### src/rtl/mips_ctrl_pkg.sv
// Shared encodings for the MIPS multicycle control: FSM states, aluop codes and opcodes.
// Also used by mc_maindec and immop_dec.
package mips_ctrl_pkg;

    typedef enum logic [3:0] {
        FETCH   = 4'd0,
        DECODE  = 4'd1,
        MEMADR  = 4'd2,
        MEMRD   = 4'd3,
        MEMWB   = 4'd4,
        MEMWR   = 4'd5,
        RTYPEEX = 4'd6,
        RTYPEWB = 4'd7,
        BEQEX   = 4'd8,
        IMMEX   = 4'd9,
        IMMWB   = 4'd10,
        JEX     = 4'd11,
        HALT    = 4'd12
    } statetype;

    localparam logic [2:0] ALUOP_ADD   = 3'b000;
    localparam logic [2:0] ALUOP_AND   = 3'b001;
    localparam logic [2:0] ALUOP_OR    = 3'b010;
    localparam logic [2:0] ALUOP_SLT   = 3'b011;
    localparam logic [2:0] ALUOP_DADD  = 3'b100;
    localparam logic [2:0] ALUOP_SUB   = 3'b101;
    localparam logic [2:0] ALUOP_RTYPE = 3'b111;

    localparam logic [5:0] OP_LW    = 6'b100011;
    localparam logic [5:0] OP_SW    = 6'b101011;
    localparam logic [5:0] OP_RTYPE = 6'b000000;
    localparam logic [5:0] OP_BEQ   = 6'b000100;
    localparam logic [5:0] OP_ADDI  = 6'b001000;
    localparam logic [5:0] OP_ANDI  = 6'b001100;
    localparam logic [5:0] OP_ORI   = 6'b001101;
    localparam logic [5:0] OP_SLTI  = 6'b001010;
    localparam logic [5:0] OP_DADDI = 6'b011000;
    localparam logic [5:0] OP_J     = 6'b000010;

    function automatic logic is_imm_op(input logic [5:0] op);
        return (op == OP_ADDI) || (op == OP_ANDI) || (op == OP_ORI) ||
               (op == OP_SLTI) || (op == OP_DADDI);
    endfunction

    function automatic logic is_known_op(input logic [5:0] op);
        return (op == OP_LW) || (op == OP_SW) || (op == OP_RTYPE) ||
               (op == OP_BEQ) || (op == OP_J) || is_imm_op(op);
    endfunction

endpackage

### src/rtl/immop_dec.sv
// Immediate-class opcode to aluop decode; kept separate so pipelined control can reuse it.
module immop_dec
    import mips_ctrl_pkg::*;
(
    input  logic [5:0] op_i,
    output logic [2:0] aluop_o
);

    always_comb begin
        // NOTE: every always_comb output gets a default first so no latch is inferred.
        aluop_o = ALUOP_ADD;
        case (op_i)
            OP_ANDI:  aluop_o = ALUOP_AND;
            OP_ORI:   aluop_o = ALUOP_OR;
            OP_SLTI:  aluop_o = ALUOP_SLT;
            OP_DADDI: aluop_o = ALUOP_DADD;
            default:  aluop_o = ALUOP_ADD;
        endcase
    end

endmodule

### src/rtl/mc_maindec.sv
// Multicycle MIPS main control FSM: sequences fetch/decode/execute/memory/writeback.
// Define MAINDEC_ILLEGAL_TRAP_EN to trap illegal opcodes in HALT instead of skipping them.
module mc_maindec
    import mips_ctrl_pkg::*;
(
    input  logic       clk,
    input  logic       reset,
    input  logic [5:0] op,
    input  logic       memready,
    output logic       pcwrite,
    output logic       branch,
    output logic       iord,
    output logic       memwrite,
    output logic       irwrite,
    output logic       regwrite,
    output logic       regdst,
    output logic       memtoreg,
    output logic       alusrca,
    output logic [1:0] alusrcb,
    output logic [1:0] pcsrc,
    output logic [2:0] aluop,
    output logic       illegal
);

    statetype   state_q, state_d, dec_state;
    logic [2:0] imm_aluop;
    logic       we_pcwrite, we_branch, we_memwrite, we_irwrite, we_regwrite;

    immop_dec u_immop_dec (
        .op_i    (op),
        .aluop_o (imm_aluop)
    );

    always_comb begin
        state_d = FETCH;
        case (state_q)
            FETCH:   state_d = memready ? DECODE : FETCH;
            DECODE: begin
                if (op == OP_LW || op == OP_SW) state_d = MEMADR;
                else if (op == OP_RTYPE)        state_d = RTYPEEX;
                else if (op == OP_BEQ)          state_d = BEQEX;
                else if (is_imm_op(op))         state_d = IMMEX;
                else if (op == OP_J)            state_d = JEX;
`ifdef MAINDEC_ILLEGAL_TRAP_EN
                else                            state_d = HALT;
`else
                else                            state_d = FETCH;
`endif
            end
            MEMADR:  state_d = (op == OP_LW) ? MEMRD : ((op == OP_SW) ? MEMWR : FETCH);
            MEMRD:   state_d = memready ? MEMWB : MEMRD;
            MEMWB:   state_d = FETCH;
            MEMWR:   state_d = memready ? FETCH : MEMWR;
            RTYPEEX: state_d = RTYPEWB;
            RTYPEWB: state_d = FETCH;
            BEQEX:   state_d = FETCH;
            IMMEX:   state_d = IMMWB;
            IMMWB:   state_d = FETCH;
            JEX:     state_d = FETCH;
`ifdef MAINDEC_ILLEGAL_TRAP_EN
            HALT:    state_d = HALT;
`else
            HALT:    state_d = FETCH;
`endif
            default: state_d = FETCH;
        endcase
    end

    // NOTE: sequential state uses non-blocking assignment so every flop samples pre-edge values.
    always_ff @(posedge clk) begin
        if (reset) state_q <= FETCH;
        else       state_q <= state_d;
    end

    // Under reset the outputs show FETCH values with every write strobe suppressed.
    always_comb begin
        dec_state   = reset ? FETCH : state_q;
        we_pcwrite  = 1'b0;
        we_branch   = 1'b0;
        we_memwrite = 1'b0;
        we_irwrite  = 1'b0;
        we_regwrite = 1'b0;
        iord        = 1'b0;
        regdst      = 1'b0;
        memtoreg    = 1'b0;
        alusrca     = 1'b0;
        alusrcb     = 2'b00;
        pcsrc       = 2'b00;
        aluop       = ALUOP_ADD;
        illegal     = 1'b0;
        case (dec_state)
            FETCH: begin
                alusrcb    = 2'b01;
                we_irwrite = memready;
                we_pcwrite = memready;
            end
            DECODE: begin
                alusrcb = 2'b11;
                illegal = ~is_known_op(op);
            end
            MEMADR: begin
                alusrca = 1'b1;
                alusrcb = 2'b10;
            end
            MEMRD:   iord = 1'b1;
            MEMWB: begin
                memtoreg    = 1'b1;
                we_regwrite = 1'b1;
            end
            MEMWR: begin
                iord        = 1'b1;
                we_memwrite = 1'b1;
            end
            RTYPEEX: begin
                alusrca = 1'b1;
                aluop   = ALUOP_RTYPE;
            end
            RTYPEWB: begin
                regdst      = 1'b1;
                we_regwrite = 1'b1;
            end
            BEQEX: begin
                alusrca   = 1'b1;
                aluop     = ALUOP_SUB;
                pcsrc     = 2'b01;
                we_branch = 1'b1;
            end
            IMMEX: begin
                alusrca = 1'b1;
                alusrcb = 2'b10;
                aluop   = imm_aluop;
            end
            IMMWB:   we_regwrite = 1'b1;
            JEX: begin
                pcsrc      = 2'b10;
                we_pcwrite = 1'b1;
            end
            default: ;
        endcase
    end

    assign pcwrite  = we_pcwrite  & ~reset;
    assign branch   = we_branch   & ~reset;
    assign memwrite = we_memwrite & ~reset;
    assign irwrite  = we_irwrite  & ~reset;
    assign regwrite = we_regwrite & ~reset;

endmodule

### config.mk
export PLATFORM = sky130hd
export DESIGN_NAME = mc_maindec
export DESIGN_NICKNAME = d
export VERILOG_FILES = /design/src/rtl/mips_ctrl_pkg.sv /design/src/rtl/immop_dec.sv /design/src/rtl/mc_maindec.sv
export SDC_FILE = /design/constraint.sdc
export NUM_CORES = 1
export LEC_CHECK = 0
export CAP_MARGIN = 30
export CORE_MARGIN = 2
export CORE_UTILIZATION = 46
export DETAILED_ROUTE_END_ITERATION = 6
export PLACE_DENSITY = 0.83
export SYNTH_ARGS = -nofsm -noshare
export SYNTH_HDL_FRONTEND = slang
export SYNTH_SLANG_ARGS = --single-unit
### constraint.sdc
create_clock -name clk -period 3.44 [get_ports clk]
set_input_delay 0.688 -clock clk [delete_from_list [all_inputs] [get_ports clk]]
set_output_delay 0.688 -clock clk [all_outputs]
set_load 0.01 [all_outputs]
==> metrics.txt, run 1 <==
vias 897; Wirelength per Cell 12.87 µm; initial antenna violation count 0; Antenna Cells 0; largest area contributor in the netlist dfxtp_1; sequential area share after synthesis 11.66%; Most Frequent Cell on Critical Path clkdlybuf4s50_1; layout cells sized above 1 16.30%; Die Ht 42.64 µm; fin util 76.27%; Least-Margin Pin Slew 0.5482 ns; CP Launch Type input pin; Congestion Overflow GR 0; Ys Warns 0; Final HPWL DP 1.477 mm; clock skew 0.0001110 ns; core area 1350 µm²; Die Area 1818 µm²; worst min path class reg -> reg; async set or reset register ratio after synthesis 0%; Max Cap Viol 0; Routed Antenna Nets 0; # DRC 0; pre-CTS setup slack -0.03505 ns; status finished, final reports clean; RSZ-0062 raised after global routing no; max reg flops 4; CP cell instances clkdlybuf4s50_1 > buf_4 > or3b_2 > o21ai_0 > a21oi_1 > nor2_1 > clkdlybuf4s50_1; I/O Buffers 25; Total Wirelength 1.931 mm; Std-Cell Rows 13; worst-case clock buffer depth 2; net count of the mapped netlist 114; Pins Over Slew Limit 0; slowest library cell on the worst path clkdlybuf4s50_1; worst setup margin 0.1533 ns; die span in x 42.64 µm; fin crit share 95.54%; top-area cell type share of the netlist area 11.66%; GRT Util Overall 23.64%; Critical Path AT 2.60 ns; Synth Register Bits 4; CTS root buf clkbuf_4; Final Wtd Congestion 0.8546; CTS clk-pin slew, worst paths 0.03 ns; EDFF count, synth 0; IO Pins 26; PwrDens 160.3 nW/µm²; maximum VDD drop 0.1819 mV; synth unique cells 44; clock tree from TritonCTS yes; first-pass GRT wire length 3.484 mm; Via density 5.980; synthesized area 686.9 µm²; area grow syn2layout 49.91%; Critical Path End Type output port; Leak 0.0003984 µW; drt first pass iters 4; critical path data required time 2.75 ns; fmax 0.3043 GHz; slowest cell delay on critical path 0.55 ns; Mean Syn Cell Area 6.542 µm²; ys flop type dfxtp_1; drt initial violations 28; Biggest register state_q; post-cts hold buffer count 0; Syn Inst Count 105; Worst-Skew Late Latency 0.23 ns; Setup TNS 0 ns; Critical Path Fanout Max 5; initial core utilization 50.88%; kind of critical path in -> out; clock sinks 4; largest net degree at the start of global routing 20; commonest cells in the netlist 10 x nor2_1, 10 x nor3_1, 9 x nand2_1; headroom to the max-slew limit 63.41%; htree depth 1; final setup violating endpoints 0; Final Net Count 146; vias in the first global route 819; min Tclk post-route 3.287 ns; Num CTS Buffers 3; Hold Vio Cnt, Final 0; ranking of synthesized cells by area dfxtp_1 12%, nor3_1 7.3%, nor2_1 5.5%; Largest regs state_q x4
report_power, final:
| group | total [µW] | internal [µW] | switching [µW] |
|---|---|---|---|
| registers | 51.8 | 47.7 | 4.08 |
| clock network | 55.5 | 38.9 | 16.6 |
| logic | 57.8 | 31.2 | 26.6 |
| total | 165 | 118 | 47.3 |
through the flow:
step	instances	hold WS (ns)	power (µW)	area (µm²)
4_1_cts	150	0.7494	165.8	1020
2_1_floorplan	105	0.6272	79.75	686.9
5_1_grt	150	0.7861	177.2	1030
3_5_place_dp	147	0.7420	108.9	996.0
6_report	150	0.7650	165.1	1030
3_3_place_gp	147	0.7492	107.6	996.0
per-layer routing:
metal / track usage, % / vias to the layer above / part of all wire [%]
met4: 3.125 / 0 / 0
met1: 30.26 / 415 / 45
met3: 3.017 / 0 / 5.3
li1: - / 448 / -
met5: 0 / - / 0
met2: 42.42 / 34 / 50
repair_timing:
action                                  CTS  global route
endpoints found under the setup margin    1             2
setup buffers                             0             0
gates resized for setup                   1             3
hold endpoints to repair                  0             0
final timing paths:
path	from	to	slack, ns	depth (start not counted)
setup / recovery	op[1]	aluop[1]	0.15	7
hold reg to reg	state_q[3]	state_q[3]	0.76	2
setup reg to reg	state_q[0]	state_q[1]	1.70	4
hold / removal	state_q[3]	state_q[3]	0.76	2
final cells by class:
cell class                      instances  area (µm²)
Tap cell                               15       18.77
Timing Repair Buffer                   36       337.8
Sequential cell                         4       80.08
Fill cell                             112       320.3
Multi-Input combinational cell         90       563.0
Inverter                                2       7.507
Clock buffer                            3       22.52
layout by cell type (no fill, tap or decap), drive strengths merged, types with 2 or more instances in the layout:
| master | netlist | final |
|---|---|---|
| buf | 4 | 11 |
| nor2 | 10 | 10 |
| clkdlybuf4s50 | 0 | 23 |
| nand3b | 2 | 2 |
| inv | 2 | 2 |
| nand2 | 9 | 9 |
| o21ai | 3 | 3 |
| nor2b | 6 | 6 |
| dlymetal6s2s | 0 | 2 |
| or3b | 3 | 3 |
| nand3 | 3 | 3 |
| nor4 | 2 | 2 |
| or2 | 3 | 3 |
| nand4b | 2 | 2 |
| nor4b | 2 | 2 |
| nand2b | 4 | 4 |
| nor3 | 10 | 10 |
| dfxtp | 4 | 4 |
| a31o | 2 | 2 |
| clkbuf | 5 | 3 |
| a21oi | 7 | 7 |
| a31oi | 3 | 3 |
kinds of logic (layout without fill, tap and decap cells):
family	after synthesis	after routing	share of synthesized area [%]
AOI/OAI and AO/OA	25	25	24.77
xor gates and xnor gates	2	2	2.551
buffers and inverters	11	41	7.285
DFF	4	4	11.66
and+or+nand+nor	63	63	53.74
worst max-delay path, delay by kind of cell:
kind            cells  cell delay [ns]
compound gates      2             0.16
buf+inv             3             1.23
simple gates        2             0.52
No activity file was read; power rests on OpenSTA's default activity.
==> run 2, diff against run 1 <==
--- a/config.mk
+++ b/config.mk
@@ -7,9 +7,9 @@
 export LEC_CHECK = 0
 export CAP_MARGIN = 30
 export CORE_MARGIN = 2
-export CORE_UTILIZATION = 46
+export CORE_UTILIZATION = 39
 export DETAILED_ROUTE_END_ITERATION = 6
-export PLACE_DENSITY = 0.83
+export PLACE_DENSITY = 0.75
 export SYNTH_ARGS = -nofsm -noshare
 export SYNTH_HDL_FRONTEND = slang
 export SYNTH_SLANG_ARGS = --single-unit
==> constraint.sdc (replaced) <==
create_clock -name clk -period 2.65 [get_ports clk]
set_input_delay 0.53 -clock clk [delete_from_list [all_inputs] [get_ports clk]]
set_output_delay 0.53 -clock clk [all_outputs]
set_load 0.01 [all_outputs]
==> metrics.txt, run 2 (synthesis gave the netlist of run 1 again) <==
status finished, final reports clean (unchanged); Final Wtd Congestion 0.8317 (was 0.8546); Congestion Overflow GR 0 (unchanged); Least-Margin Pin Slew 0.4217 ns (was 0.5482 ns); Antenna Cells 0 (unchanged); Max Cap Viol 0 (unchanged); commonest non-fill, non-tap cell in the layout buf_4 (was clkdlybuf4s50_1); vias in the first global route 889 (was 819); fillcell total 144 (was 112); headroom to the max-slew limit 71.63% (was 63.41%); Critical Path End Type output port (unchanged); IO Pins 26 (unchanged); Routed Antenna Nets 0 (unchanged); critical path data required time 2.12 ns (was 2.75 ns); Worst-Skew Late Latency 0.24 ns (was 0.23 ns); Hold Vio Cnt, Final 0 (unchanged); fmax 0.3906 GHz; R2R Setup Slk 0.98 ns (was 1.70 ns); fin crit share 96.62%; Tot Pwr 230.8 µW (was 165.1 µW); post-cts hold buffer count 0 (unchanged); R2R depth 4 (unchanged); max reg flops 4 (unchanged); layout cells sized above 1 29.66% (was 16.30%); Critical Path Fanout Max 3 (was 5); Final HPWL DP 1.657 mm (was 1.477 mm); Total Wirelength 2.193 mm (was 1.931 mm); maximum VDD drop 0.1489 mV (was 0.1819 mV); GRT Util Overall 22.50% (was 23.64%); Wirelength per Cell 13.54 µm (was 12.87 µm); vias 940 (was 897); first-pass GRT wire length 3.567 mm (was 3.484 mm); Via density 5.802 (was 5.980); clock skew 0.002100 ns (was 0.0001110 ns); Die Area 2113 µm² (was 1818 µm²); drt initial violations 8 (was 28); Worst setup endpoint pcsrc[0] (was aluop[1]); initial core utilization 40.67% (was 50.88%); PwrDens 200.5 nW/µm² (was 160.3 nW/µm²); critical path launch point reset (was op[1]); RR Startpoint state_q[0] (unchanged); I/O Buffers 25 (unchanged); core area 1689 µm² (was 1350 µm²); worst min path class reg -> reg (unchanged); Crit Reg-Reg Endpoint state_q[1] (unchanged); met2 usage 42.22% (was 42.42%); area grow syn2layout 67.58% (was 49.91%); htree depth 1 (unchanged); CTS root buf clkbuf_4 (unchanged); Leak 0.0004596 µW (was 0.0003984 µW); # DRC 0 (unchanged); Largest regs state_q x4 (unchanged); Final Net Count 156 (was 146); Num CTS Buffers 3 (unchanged); GRT met1 Usage 25.06% (was 30.26%); RSZ-0062 raised after global routing no (unchanged); Pins Over Slew Limit 0 (unchanged); largest net degree at the start of global routing 20 (unchanged); Die Ht 45.97 µm (was 42.64 µm); die span in x 45.97 µm (was 42.64 µm); min Tclk post-route 2.560 ns; initial antenna violation count 0 (unchanged); drt first pass iters 5 (was 4); GR peak layer met2 (unchanged); clock tree from TritonCTS yes (unchanged); pre-CTS setup slack -0.4821 ns (was -0.03505 ns); Std-Cell Rows 15 (was 13); CTS clk-pin slew, worst paths 0.04 ns (was 0.03 ns); most frequent cells in the layout 20 x buf_4, 15 x clkdlybuf4s50_1, 10 x nor3_1 (was 23 x clkdlybuf4s50_1, 11 x buf_4, 10 x nor3_1, 10 x nor2_1, 9 x nand2_1); Biggest register state_q (unchanged); CP Launch Type input pin (unchanged); Global Route met3 Usage 3.571% (was 3.017%); clock sinks 4 (unchanged); kind of critical path in -> out (unchanged); worst-case clock buffer depth 2 (unchanged); final setup violating endpoints 0 (unchanged); worst setup margin 0.08952 ns (was 0.1533 ns); Critical Path AT 2.03 ns (was 2.60 ns)
[run 2: cell types whose count changed in the layout (fill, tap and decap cells not counted), moves of 2 or more]
| cell | change |
|---|---|
| clkdlybuf4s50_1 | -8 |
| buf_4 | +9 |
| nor4b_1 | -2 |
| buf_2 | +2 |
| nor4b_2 | +2 |
| clkbuf_2 | +2 |
| dlygate4sd2_1 | +4 |
[run 2: worst min path at each step]
stage	from	to	slack, ns	depth (start not counted)
after global placement	state_q[0]	state_q[3]	0.68	2
after CTS	state_q[0]	state_q[3]	0.69	2
after global routing	state_q[1]	state_q[3]	0.74	2
final	state_q[1]	state_q[3]	0.71	2
after floorplan	state_q[3]	state_q[2]	0.63	3
after detailed placement	state_q[0]	state_q[3]	0.68	2
[run 2: routing by layer]
metal | routed length [µm] | part of all wire (%)
met1 | 926 | 42
met2 | 1120 | 51
met3 | 114 | 5.2
met4 | 31 | 1.4
met5 | 0 | 0
[run 2: timing repair]
action / CTS / global route
buffers inserted: 0 / 0
endpoints found under the setup margin: 8 / 4
gates resized for setup: 20 / 12
pin swaps: 4 / 3
[run 2: power by group]
part / internal, µW / switching, µW / leakage (µW)
sequential: 62.0 / 2.80 / 0.0000325
clock: 50.6 / 24.8 / 0.0000138
combinational: 47.5 / 43.2 / 0.000413
[run 2: cell type report]
cell class              instances  area [µm²]  area share [%]
inverters                       2       7.507          0.6522
clock buffers                   3       22.52           1.957
repair buffers                 46       391.6           34.02
flip-flops and latches          4       80.08           6.957
well taps                      17       21.27           1.848
multi-input cells              90       628.1           54.57
[run 2: critical path: stages]
cell and delay [ns]:
dlygate4sd2_1 0.25, or3b_4 0.41, buf_4 0.15, nor3_1 0.13, clkdlybuf4s50_1 0.56
[run 2: through the flow]
step                      area (µm²)  TNS, ns  std cells  utilization (%)  hold slack [ns]
final                           1151        0        162            68.15           0.7096
after CTS                       1110        0        162            65.70           0.6900
after detailed placement        1074   -1.916        159            63.56           0.6849
after global placement          1074   -1.733        159            63.56           0.6777
after floorplan                686.9        0        105                -           0.6272
after global routing            1151        0        162            68.15           0.7443
